===== src/rtl/mac_share_arbiter_if.sv =====
// MAC-side bus of mac_share_arbiter: start pulse and operands out, result pulse and value back.
interface mac_share_arbiter_if #(
    parameter int SIZE  = 8,
    parameter int SETS  = 4,
    parameter int OUT_W = 2 * SIZE
);
    logic                      mac_valid;
    logic [SETS-1:0][SIZE-1:0] mac_a;
    logic [SETS-1:0][SIZE-1:0] mac_b;
    logic                      mac_ready;
    logic [OUT_W-1:0]          mac_out;

    modport master (
        output mac_valid, mac_a, mac_b,
        input  mac_ready, mac_out
    );

    modport slave (
        input  mac_valid, mac_a, mac_b,
        output mac_ready, mac_out
    );
endinterface


===== src/rtl/mac_share_arbiter.sv =====
// Round-robin arbiter sharing one unary_binary_MAC among NREQ requesters.
// Define MAC_ARB_TIMEOUT_EN to add a watchdog on the wait for the MAC result.
module mac_share_arbiter #(
    parameter int  NREQ    = 4,
    parameter int  SIZE    = 8,
    parameter int  SETS    = 4,
    parameter int  OUT_W   = 2 * SIZE,
    parameter int  TIMEOUT = 64,
    localparam int IDW     = (NREQ > 1) ? $clog2(NREQ) : 1
) (
    input  logic                                clk,
    input  logic                                reset_n,
    input  logic [NREQ-1:0]                     req,
    input  logic [NREQ-1:0][SETS-1:0][SIZE-1:0] req_a,
    input  logic [NREQ-1:0][SETS-1:0][SIZE-1:0] req_b,
    mac_share_arbiter_if.master                 mac,
    output logic [NREQ-1:0]                     resp_valid,
    output logic [OUT_W-1:0]                    resp_data,
    output logic                                resp_err,
    output logic                                busy,
    output logic [IDW-1:0]                      grant_id
);

    localparam logic [1:0] IDLE  = 2'd0;
    localparam logic [1:0] ISSUE = 2'd1;
    localparam logic [1:0] WAIT  = 2'd2;
    localparam logic [1:0] RESP  = 2'd3;

    if (TIMEOUT < 1) begin : g_bad_timeout
        $error("mac_share_arbiter: TIMEOUT must be at least 1");
    end

    logic [1:0]     state;
    logic [IDW-1:0] ptr;
    logic [IDW-1:0] winner;
    logic           found;

`ifdef MAC_ARB_TIMEOUT_EN
    localparam int CW = $clog2(TIMEOUT + 1);
    logic [CW-1:0] cnt;
`endif

    // First active requester at or above ptr, wrapping to 0.
    always_comb begin : pick
        int unsigned idx;
        idx    = 0;
        winner = ptr;
        found  = 1'b0;
        for (int unsigned i = 0; i < NREQ; i++) begin
            idx = (32'(ptr) + i) % 32'(NREQ);
            if (!found && req[idx[IDW-1:0]]) begin
                found  = 1'b1;
                winner = idx[IDW-1:0];
            end
        end
    end

    always_ff @(posedge clk or negedge reset_n) begin
        if (!reset_n) begin
            state     <= IDLE;
            ptr       <= '0;
            grant_id  <= '0;
            resp_data <= '0;
            mac.mac_a <= '0;
            mac.mac_b <= '0;
`ifdef MAC_ARB_TIMEOUT_EN
            cnt       <= '0;
            resp_err  <= 1'b0;
`endif
        end else begin
            case (state)
                IDLE: begin
                    if (found) begin
                        mac.mac_a <= req_a[winner];
                        mac.mac_b <= req_b[winner];
                        grant_id  <= winner;
                        state     <= ISSUE;
                    end
                end
                ISSUE: begin
`ifdef MAC_ARB_TIMEOUT_EN
                    cnt   <= '0;
`endif
                    state <= WAIT;
                end
                WAIT: begin
                    if (mac.mac_ready) begin
                        resp_data <= mac.mac_out;
`ifdef MAC_ARB_TIMEOUT_EN
                        resp_err  <= 1'b0;
`endif
                        state     <= RESP;
                    end
`ifdef MAC_ARB_TIMEOUT_EN
                    else if (cnt == CW'(TIMEOUT - 1)) begin
                        resp_data <= '0;
                        resp_err  <= 1'b1;
                        state     <= RESP;
                    end else begin
                        cnt <= cnt + 1'b1;
                    end
`endif
                end
                default: begin
                    ptr   <= (grant_id == IDW'(NREQ - 1)) ? '0 : grant_id + 1'b1;
                    state <= IDLE;
                end
            endcase
        end
    end

`ifndef MAC_ARB_TIMEOUT_EN
    assign resp_err = 1'b0;
`endif

    assign mac.mac_valid = (state == ISSUE);
    assign busy          = (state != IDLE);

    always_comb begin
        resp_valid = '0;
        if (state == RESP) resp_valid[grant_id] = 1'b1;
    end

endmodule

===== src/flat_wrapper.sv =====
// flat-port wrapper written by rule: the top's interface ports become plain ports
module mac_share_arbiter_flat 
#(
    parameter int  NREQ    = 4,
    parameter int  SIZE    = 8,
    parameter int  SETS    = 4,
    parameter int  OUT_W   = 2 * SIZE,
    parameter int  TIMEOUT = 64,
    localparam int IDW     = (NREQ > 1) ? $clog2(NREQ) : 1
)
  (clk, reset_n, req, req_a, req_b, resp_valid, resp_data, resp_err, busy, grant_id, mac_mac_valid, mac_mac_a, mac_mac_b, mac_mac_ready, mac_mac_out);
  mac_share_arbiter_if #(.SIZE(SIZE), .SETS(SETS), .OUT_W(OUT_W)) mac_i ();
  input  logic clk;
  input  logic reset_n;
  input  logic [NREQ-1:0] req;
  input  logic [NREQ-1:0][SETS-1:0][SIZE-1:0] req_a;
  input  logic [NREQ-1:0][SETS-1:0][SIZE-1:0] req_b;
  output logic [NREQ-1:0] resp_valid;
  output logic [OUT_W-1:0] resp_data;
  output logic resp_err;
  output logic busy;
  output logic [IDW-1:0] grant_id;
  output wire logic [$bits(mac_i.mac_valid)-1:0] mac_mac_valid;
  output wire logic [$bits(mac_i.mac_a)-1:0] mac_mac_a;
  output wire logic [$bits(mac_i.mac_b)-1:0] mac_mac_b;
  input wire logic [$bits(mac_i.mac_ready)-1:0] mac_mac_ready;
  input wire logic [$bits(mac_i.mac_out)-1:0] mac_mac_out;
  assign mac_mac_valid = mac_i.mac_valid;
  assign mac_mac_a = mac_i.mac_a;
  assign mac_mac_b = mac_i.mac_b;
  assign mac_i.mac_ready = mac_mac_ready;
  assign mac_i.mac_out = mac_mac_out;
  mac_share_arbiter #(.NREQ(NREQ), .SIZE(SIZE), .SETS(SETS), .OUT_W(OUT_W), .TIMEOUT(TIMEOUT)) u_core (.clk(clk), .reset_n(reset_n), .req(req), .req_a(req_a), .req_b(req_b), .mac(mac_i), .resp_valid(resp_valid), .resp_data(resp_data), .resp_err(resp_err), .busy(busy), .grant_id(grant_id));
endmodule

===== config.mk =====
export PLATFORM = sky130hd
export DESIGN_NAME = mac_share_arbiter_flat
export DESIGN_NICKNAME = d
export VERILOG_FILES = /design/src/rtl/mac_share_arbiter_if.sv /design/src/rtl/mac_share_arbiter.sv /design/src/flat_wrapper.sv
export SDC_FILE = /design/constraint.sdc
export NUM_CORES = 1
export LEC_CHECK = 0
export ABC_AREA = 1
export CAP_MARGIN = 20
export CORE_AREA = 2 2 143 145
export DETAILED_ROUTE_END_ITERATION = 8
export DIE_AREA = 0 0 145 147
export PLACE_DENSITY = 0.73
export SLEW_MARGIN = 15
export SYNTH_ARGS = -nofsm -noshare
export SYNTH_HDL_FRONTEND = slang
export SYNTH_SLANG_ARGS = --single-unit

===== constraint.sdc =====
create_clock -name clk -period 1.77 [get_ports clk]
set_clock_uncertainty 0.05 [all_clocks]
set_input_delay 0.531 -clock clk [delete_from_list [all_inputs] [get_ports clk]]
set_output_delay 0.531 -clock clk [all_outputs]
set_load 0.02 [all_outputs]

# Word level (Yosys, flattened, before mapping)

Cells that the tools add are included.

Output and inout bits: 89
Input port bits: 279
Flip-flop bits (word level): 86

Reduce and logical (&&, ||, !) cells: 13
Magnitude comparators: 7
Equal/unequal tests: 6
Add/sub/neg operators: 4
Mux-type cells: 26

Operators with widths:

| operator                                                               | count |
|---|---|
| 32-bit binary-select mux with 2-bit select                             | 2 |
| 32-bit two-way mux                                                     | 2 |
| 2-bit by 3-bit < comparator with 1-bit output (second input constant)  | 6 |
| 2-bit two-way mux                                                      | 6 |
| 1-bit two-way mux                                                      | 9 |
| 1-bit binary-select mux with 2-bit select                              | 4 |
| 2-bit equality test (second input constant)                            | 3 |
| 2-bit one-hot mux with 3 select lines                                  | 1 |
| 2-bit AND reduction                                                    | 3 |
| 2-bit by 1-bit adder with 2-bit output (second input constant)         | 2 |
| 2-bit adder (second input constant)                                    | 2 |
| 1-bit logical AND                                                      | 4 |
| 4-bit two-way mux                                                      | 1 |
| 1-bit zero test                                                        | 3 |
| 3-bit OR reduction                                                     | 1 |
| 1-bit demux with 2-bit select                                          | 1 |
| 2-bit by 1-bit equality test with 1-bit output (second input constant) | 1 |
| 2-bit by 1-bit >= comparator with 1-bit output (second input constant) | 1 |
| 2-bit zero test                                                        | 1 |
| 2-bit by 1-bit != test with 1-bit output (second input constant)       | 1 |
| 2-bit != test (second input constant)                                  | 1 |
| 2-bit nonzero test                                                     | 1 |

# Longest topological paths before layout

Gate-level depths: netlist of run 1.

Depth in word-level cells: 14
Depth in mapped cells: 19
Mapped depth without buffers: 16

# Worst setup path before layout of run 1

OpenSTA, ideal clock, no wires.

Path type: register -> register
Start point: register u_core.ptr[1]
End point: register u_core.mac.mac_b[10]
Path buffers: 3
Setup time: 117 ps
Period minus slack after synthesis: 1873 ps
Arrival: 1706 ps
Stages on the path, launching flop included: 20
Path slack: -103 ps
Data required time: 1603 ps
Path through: dfrtp_1 buf_4 inv_4 nand2_2 nand2_2 nand2_1 nand2_2 nand2_1 nand2_1 nand2_1 nand2_2 nand2_2 buf_12 buf_6 nand2_1 nand2_1 nand2_1 nand2_1 nand2_1 nand2_1

Longest elaborated chain between the ends: 14
Elaborated cells between the ends (all ways): 27

Ends and longest elaborated chain:

| element                                                                         | RTL line                   | text |
|---|---|---|
| from (decl)                                                                     | mac_share_arbiter.sv:34    | `logic [IDW-1:0] ptr;` |
| from (signal assigned)                                                          | mac_share_arbiter.sv:105   | `ptr <= (grant_id == IDW'(NREQ - 1)) ? '0 : grant_id + 1'b1;` |
| branches (longest 14 deep; another with 2-bit by 1-bit adder with 2-bit output) | --                         |  |
| to (signal assigned)                                                            | mac_share_arbiter.sv:75    | `mac.mac_b <= req_b[winner];` |
| to (decl)                                                                       | mac_share_arbiter_if.sv:14 | `output mac_valid, mac_a, mac_b,` |

Parallel ways; which one is timed is not known. The select of a mux whose other input is x is not followed.
A chain may end at the register's enable or synchronous reset.

# Worst setup path in the final report of run 1

Start point: register u_core.ptr[0]
End point: register u_core.mac.mac_b[20]

The elaborated chain is that of the path after synthesis.

==> results of run 1 <==
## synth_stat cells
cell type and count:
a21oi_1 2, nand2_1 667, o21ai_4 1, nand2_2 8, ha_1 9, nand3_1 147
inv_2 2, o21ai_0 3, nand3_2 1, clkbuf_1 6, o31ai_1 1, o22ai_1 1
conb_1 1, mux2_2 16, buf_6 11, nor2_1 3, nand4_4 1, dfrtp_1 86
inv_1 16, nand2_4 1, buf_1 1, nand4_1 1, inv_4 1, buf_12 1
buf_2 42, buf_4 9, nor2_2 3
## worst paths after layout
check | startpoint | end | slack (ps) | cells past startpoint
hold reg to reg | u_core.mac.mac_b[0] | u_core.mac.mac_b[0] | 420 | 2
setup reg to reg | u_core.ptr[0] | u_core.mac.mac_b[20] | -500 | 17
hold / removal | reset_n | u_core.mac.mac_b[24] | 140 | 2
max in group asynchronous | reset_n | u_core.mac.mac_b[6] | 1080 | 2
min in group clk | u_core.mac.mac_b[0] | u_core.mac.mac_b[0] | 420 | 2
setup / recovery | u_core.ptr[0] | u_core.mac.mac_b[20] | -500 | 17
## sequential cells by signal, indices dropped and copies added, names as in the netlist
name	count
u_core.resp_data	16
u_core.state	2
u_core.mac.mac_b	32
u_core.grant_id	2
u_core.ptr	2
u_core.mac.mac_a	32
## per-layer routing
layer	global-route usage, %	part of all wire, %	routed length, um	up-vias
met3	7.05	8.9	2700	82
met4	9.75	4.1	1240	0
li1	-	-	-	4088
met5	0	0	0	-
met1	29.5	39	11800	3941
met2	41.0	48	14700	421
## where the power goes
group / total (mW) / switching [mW] / internal (mW)
combinational: 22.7 / 12.6 / 10.1
clock: 2.02 / 0.876 / 1.14
sequential: 3.52 / 0.559 / 2.96
total: 28.2 / 14.0 / 14.2
## kinds of logic (layout without fill, tap and decap cells)
| family | after synthesis | after routing | share of synthesized area [%] |
|---|---|---|---|
| AOI/OAI and AO/OA | 8 | 8 | 0.861 |
| adders and majority gates | 9 | 9 | 1.76 |
| buffers and inverters | 89 | 513 | 8.16 |
| DFF | 86 | 86 | 33.7 |
| muxes | 16 | 16 | 2.82 |
| other | 1 | 1 | 0.0587 |
| and+or+nand+nor | 832 | 832 | 52.7 |
## stage by stage
stage	TNS, ps	setup slack [ps]	instance area (um2)	cells
final	-27290	-502	12300	1735
after global routing	-35310	-606	12300	1735
after CTS	-25420	-419	11300	1701
after detailed placement	-55470	-860	10700	1666
after global placement	-49930	-780	10700	1666
after floorplan	-5080	-82.1	6410	1041
## layout make-up
cell class	instances	area (um2)	area share (%)
repair buffers	477	5220	42.6
multi-input cells	866	4140	33.8
flip-flops and latches	86	2160	17.6
well taps	270	338	2.76
clock buffers	10	239	1.95
inverters	19	86.3	0.704
clock inverters	6	68.8	0.561
repair inverters	1	5.00	0.0408
## repair_timing
item,CTS,global route
pin swaps,4,19
gates cloned,8,22
setup buffers,11,13
endpoints found under the setup margin,156,92
resized for setup,152,122
==> summary.md, run 1 <==
- result of the run: finished, violations left
- violated checks: negative setup slack
- Syn Nets: 1329
- most common library cell in the layout ignoring fill and taps: nand2_1
- area growth from synthesis to layout: 91.7%
- overall routing resource usage: 24.4%
- Tmin final: 2270 ps
- width of the chip: 145 um
- achievable clock frequency: 0.440 GHz
- Data arrival, critical path: 2500 ps
- crit-path max FO: 6
- Routed Wire Length: 30400 um
- number of warning messages in the yosys log: 0
- clock tree from TritonCTS: built
- launching element type of the critical path: flip-flop
- library cell contributing the largest single delay on the critical path: dfrtp_2
- final hold violations: 0
- largest net degree at the start of global routing: 87
- final weighted congestion of routability-driven global placement: 0.885
- initial core utilization: 32.2%
- core area: 19800 um2
- antenna diode count: 0
- number of I/O pins: 368
- maximum vdd drop: 1.19 mV
- area share of the largest cell type after synthesis: 39.2%
- total clock buffers created by CTS: 9
- number of antenna violations at the first check in global routing: 0
- number of DRC markers after the initial detailed-route iteration: 380
- synthesized area per cell: 6.14 um2
- overall die area: 21300 um2
- number of hold-repair buffers added at the cts stage: 0
- number of global-route vias before repair: 7930
- number of H-tree branching levels: 3
- largest delay contributor family on the critical path: simple AND/OR/NAND/NOR gates
- post-detailed-placement half-perimeter wirelength: 18300 um
- smallest hold slack: 143 ps
- final count of negative-setup-slack endpoints: 74
- average routed wire per standard cell: 17.5 um
- DRC Markers: 0
- post-DR vias/cell: 4.92
- type of the worst min-delay path: input port to async pin
- layout net count: 1748
- global-route wire length before repair: 41500 um
- post-layout util: 61.8%
- worst path setup slack after routing: -502 ps
- number of filler cells placed in the layout: 1718
- unrepaired setup endpoints after global routing: true
- insertion delay of the later-clocked pin in the worst-skew pair: 350 ps
- most frequent cells in the layout: 621 x nand2_1, 273 x clkdlybuf4s50_1, 131 x nand3_1, 82 x dlygate4sd2_1, 82 x dfrtp_1
- worst stage delay on the critical path: 480 ps
- total via count in the routed design: 8532
- cell at the root of the clock tree: clkbuf_16
- post-layout power: 28.2 mW
- synth top area cells: nand2_1 39%, dfrtp_1 34%, nand3_1 12%, buf_2 3.3%, mux2_2 2.8%
- synth unique cells: 27
- number of pins with negative max-slew slack in the final report: 0
- most frequent CP cell: nand2_1
- synthesis-stage register bit count: 86
- number of sinks on the clock net: 86
- Mapped Area: 6390 um2
- Static Leak: 6.43 nW
- share of cells above drive strength 1: 17.3%
- cell count after synthesis: 1041
- number of detailed-routing iterations run before antenna repair: 5
- final critical-path share of the clock period: 128%
- power density normalized to cell area: 2300 nW/um2
- clock transition at the registers of the reported paths: 70 ps
- Cell Rows: 52
- required time of the critical path: 2000 ps
- Least-Margin Pin Slew: 536 ps
- y dimension of the die: 147 um
- kind of capture point of the worst setup path: flip-flop
- clock tree buffer depth: 2
- CP Buf/Inv Count: 4
- remaining number of nets flagged by the antenna check after routing: 0
- Port Buffer Count: 366
- proportion of synthesized chip area in sequential cells: 33.7%
- Worst slew margin: 64.3%
- kind of critical path: flip-flop to flip-flop
- total grt overflow: 0
- dominant cell type by area after synthesis: nand2_1
- count of maximum capacitance violations: 0
- cell breakdown of the critical path: buf_12 -> nand2_8 -> nand2_2 -> nand2_2 -> nand2_2 -> nor2_4 -> nand4_1 -> buf_6 -> nand2_8 -> buf_12 -> buf_16 -> nand2_1 -> nand2_1 -> nand2_1 -> nand2_1 -> nand2_1 -> nand2_1
No activity file was read; power rests on OpenSTA's default activity.
==> run 2: changes to the inputs <==
==> constraint.sdc (replaced) <==
create_clock -name clk -period 2 [get_ports clk]
set_clock_uncertainty 0.05 [all_clocks]
set_input_delay 0.6 -clock clk [delete_from_list [all_inputs] [get_ports clk]]
set_output_delay 0.6 -clock clk [all_outputs]
set_load 0.02 [all_outputs]
==> run 2 against run 1 <==
The run still ends with negative setup slack left. Routed wire length rose by 1.6%. Register-to-register slack improved by 180 ps. Design area rose by 1.9%. Critical path depth rose by 1. First-iteration DRC count rose by 8.4%. Core utilization rose by 1.2 points. Sequential share of layout area fell by 0.34 points. Sequential power fell by 12%. Worst setup slack improved by 180 ps. Total power fell by 5.6%. Largest cell class unchanged. Largest power group unchanged.
==> summary.md, run 2 (synthesis gave the netlist of run 1 again) <==
- result of the run: finished, violations left
- violated checks: negative setup slack
- sequential standard cell area: 2160 um2
- post-layout util: 62.9%
- total via count in the routed design: 8583
- slack of the worst reg-to-reg path: -330 ps
- share of cells above drive strength 1: 18.1%
- most common library cell in the layout ignoring fill and taps: nand2_1
- kind of critical path: flip-flop to flip-flop
- clock tree buffer depth: 2
- power density normalized to cell area: 2130 nW/um2
- cell total after placement: 1668
- most frequent CP cell: nand2_1
- sw frac: 48.8%
- Port Buffer Count: 366
- achievable clock frequency: 0.430 GHz
- Routed Wire Length: 30900 um
- final critical-path share of the clock period: 116%
- CP Buf/Inv Count: 5
- overall routing resource usage: 25.9%
- worst path setup slack after routing: -325 ps
- number of antenna violations at the first check in global routing: 2
- library cell contributing the largest single delay on the critical path: dfrtp_2
- kind of capture point of the worst setup path: flip-flop
- Cell Rows: 52
- number of detailed-routing iterations run before antenna repair: 5
- DRC Markers: 0
- total grt overflow: 0
- Switch Pwr: 13.0 mW
- Reg power frac: 11.7%
- global-route wire length before repair: 44000 um
- Static Leak: 6.78 nW
- summed negative setup slack over all endpoints: -16970 ps
- reg2reg path depth: 18
- global route hottest layer: met2
- worst-case setup slack after placement: -837 ps
- required time of the critical path: 2230 ps
- total stage count of the critical path: 18
- number of DRC markers after the initial detailed-route iteration: 412
- number of global-route vias before repair: 8580
- worst stage delay on the critical path: 470 ps
- type of the worst min-delay path: input port to async pin
- clock tree from TritonCTS: built
- cell at the root of the clock tree: clkbuf_16
- largest net degree at the start of global routing: 44
- remaining number of nets flagged by the antenna check after routing: 0
- post-DR vias/cell: 4.94
- post-route cell area: 12500 um2
- number of pins with negative max-slew slack in the final report: 0
- initial core utilization: 32.2%
- largest delay contributor family on the critical path: simple AND/OR/NAND/NOR gates
- Comb power frac: 81.1%
- antenna diode count: 0
- y dimension of the die: 147 um
- total clock buffers created by CTS: 9
- number of I/O pins: 368
- insertion delay of the later-clocked pin in the worst-skew pair: 340 ps
- area growth from synthesis to layout: 95.3%
- maximum vdd drop: 1.05 mV
- met3 usage: 6.86%
- registers with the most flip-flops: u_core.mac.mac_a x32, u_core.mac.mac_b x32, u_core.resp_data x16
- met2 track utilization from global routing: 45.7%
- post-layout power: 26.6 mW
- area after detailed placement: 10600 um2
- launching element type of the critical path: flip-flop
- crit-path max FO: 13
- count of maximum capacitance violations: 0
- clock transition at the registers of the reported paths: 70 ps
- number of H-tree branching levels: 3
- smallest hold slack: 124 ps
- overall die area: 21300 um2
- unrepaired setup endpoints after global routing: true
- number of filler cells placed in the layout: 1713
- multi-input logic area: 4180 um2
- Data arrival, critical path: 2560 ps
- Tmin final: 2330 ps
- most frequent cells in the layout: 597 x nand2_1, 294 x clkdlybuf4s50_1, 140 x nand3_1, 83 x dfrtp_1, 55 x nand2_2
- fraction of power consumed by the clock network: 7.2%
- origin of the critical flop-to-flop path: u_core.ptr[0]
- post-detailed-placement half-perimeter wirelength: 19300 um
- core area: 19800 um2
- met1 Track Usage GR: 29.6%
- final hold violations: 0
- final weighted congestion of routability-driven global placement: 0.919
- number of sinks on the clock net: 86
- final count of negative-setup-slack endpoints: 66
- width of the chip: 145 um
- average routed wire per standard cell: 17.8 um
- internal portion of total power: 13.6 mW
- cell breakdown of the critical path: buf_8 -> nand2_4 -> nand2_4 -> nand2_2 -> nand2_4 -> nor2_4 -> nand4_1 -> buf_6 -> nand2_8 -> buf_12 -> buf_12 -> clkbuf_16 -> nand2_1 -> nand2_1 -> nand2_1 -> nand2_1 -> nand2_1 -> nand2_1
- layout net count: 1751
- non-filler instance count after layout: 1738
- Worst Setup SP: u_core.ptr[0]
-- run 2: changes by cell type in the layout (fill, tap and decap cells not counted), sizes merged --
cell           previous run  this run
buf                     105       108
clkinvlp                  1         2
clkinv                    4         1
bufinv                    1         2
dlymetal6s2s              1        35
bufbuf                    0         2
clkdlybuf4s50           273       294
clkdlybuf4s15             1         0
clkbuf                   25        21
dlygate4sd2              82        29
inv                      20        22
-- run 2: repair_timing --
action / CTS / global route
endpoints found under the setup margin: 99 / 107
resized for setup: 122 / 145
setup buffers: 20 / 8
pin swaps: 26 / 29
cloned: 12 / 15
hold buffers: 0 / 0
-- run 2: metal layers --
layer	vias up	wire length, um
met3	83	2370
met4	4	1120
met5	-	23
met2	375	15200
met1	4025	12200
li1	4096	-
-- run 2: layout make-up --
cell class	count	area share [%]
clock buffer	9	1.80
tap	270	2.70
inverter	19	0.651
sequential	86	17.3
multi-input combinational	866	33.5
clock inverter	7	0.842
timing repair buffer	480	43.2
timing repair inverter	1	0.0601
-- run 2: worst register-to-register path, cell delays in order (launching register included) --
cell	delay, ps
dfrtp_2	470
buf_8	180
nand2_4	70
nand2_4	60
nand2_2	90
nand2_4	90
nor2_4	130
nand4_1	140
buf_6	180
nand2_8	70
buf_12	110
buf_12	120
clkbuf_16	170
nand2_1	60
nand2_1	70
nand2_1	60
nand2_1	50
nand2_1	40
nand2_1	60
-- run 2: worst paths after layout --
path | endpoint
setup / recovery | u_core.mac.mac_a[27]
hold / removal | u_core.mac.mac_b[17]
setup reg to reg | u_core.mac.mac_a[27]
hold reg to reg | u_core.mac.mac_b[9]
max in group asynchronous | u_core.resp_data[3]
min in group clk | u_core.mac.mac_b[9]
-- run 2: power by group through the flow --
stage / clock network (mW) / registers, mW / logic [mW]
3_3_place_gp: 0 / 3.09 / 15.0
3_5_place_dp: 0 / 3.12 / 15.1
6_report: 1.93 / 3.11 / 21.6
5_1_grt: 2.04 / 3.20 / 23.3
2_1_floorplan: 0 / 3.99 / 8.97
4_1_cts: 1.97 / 3.10 / 18.2
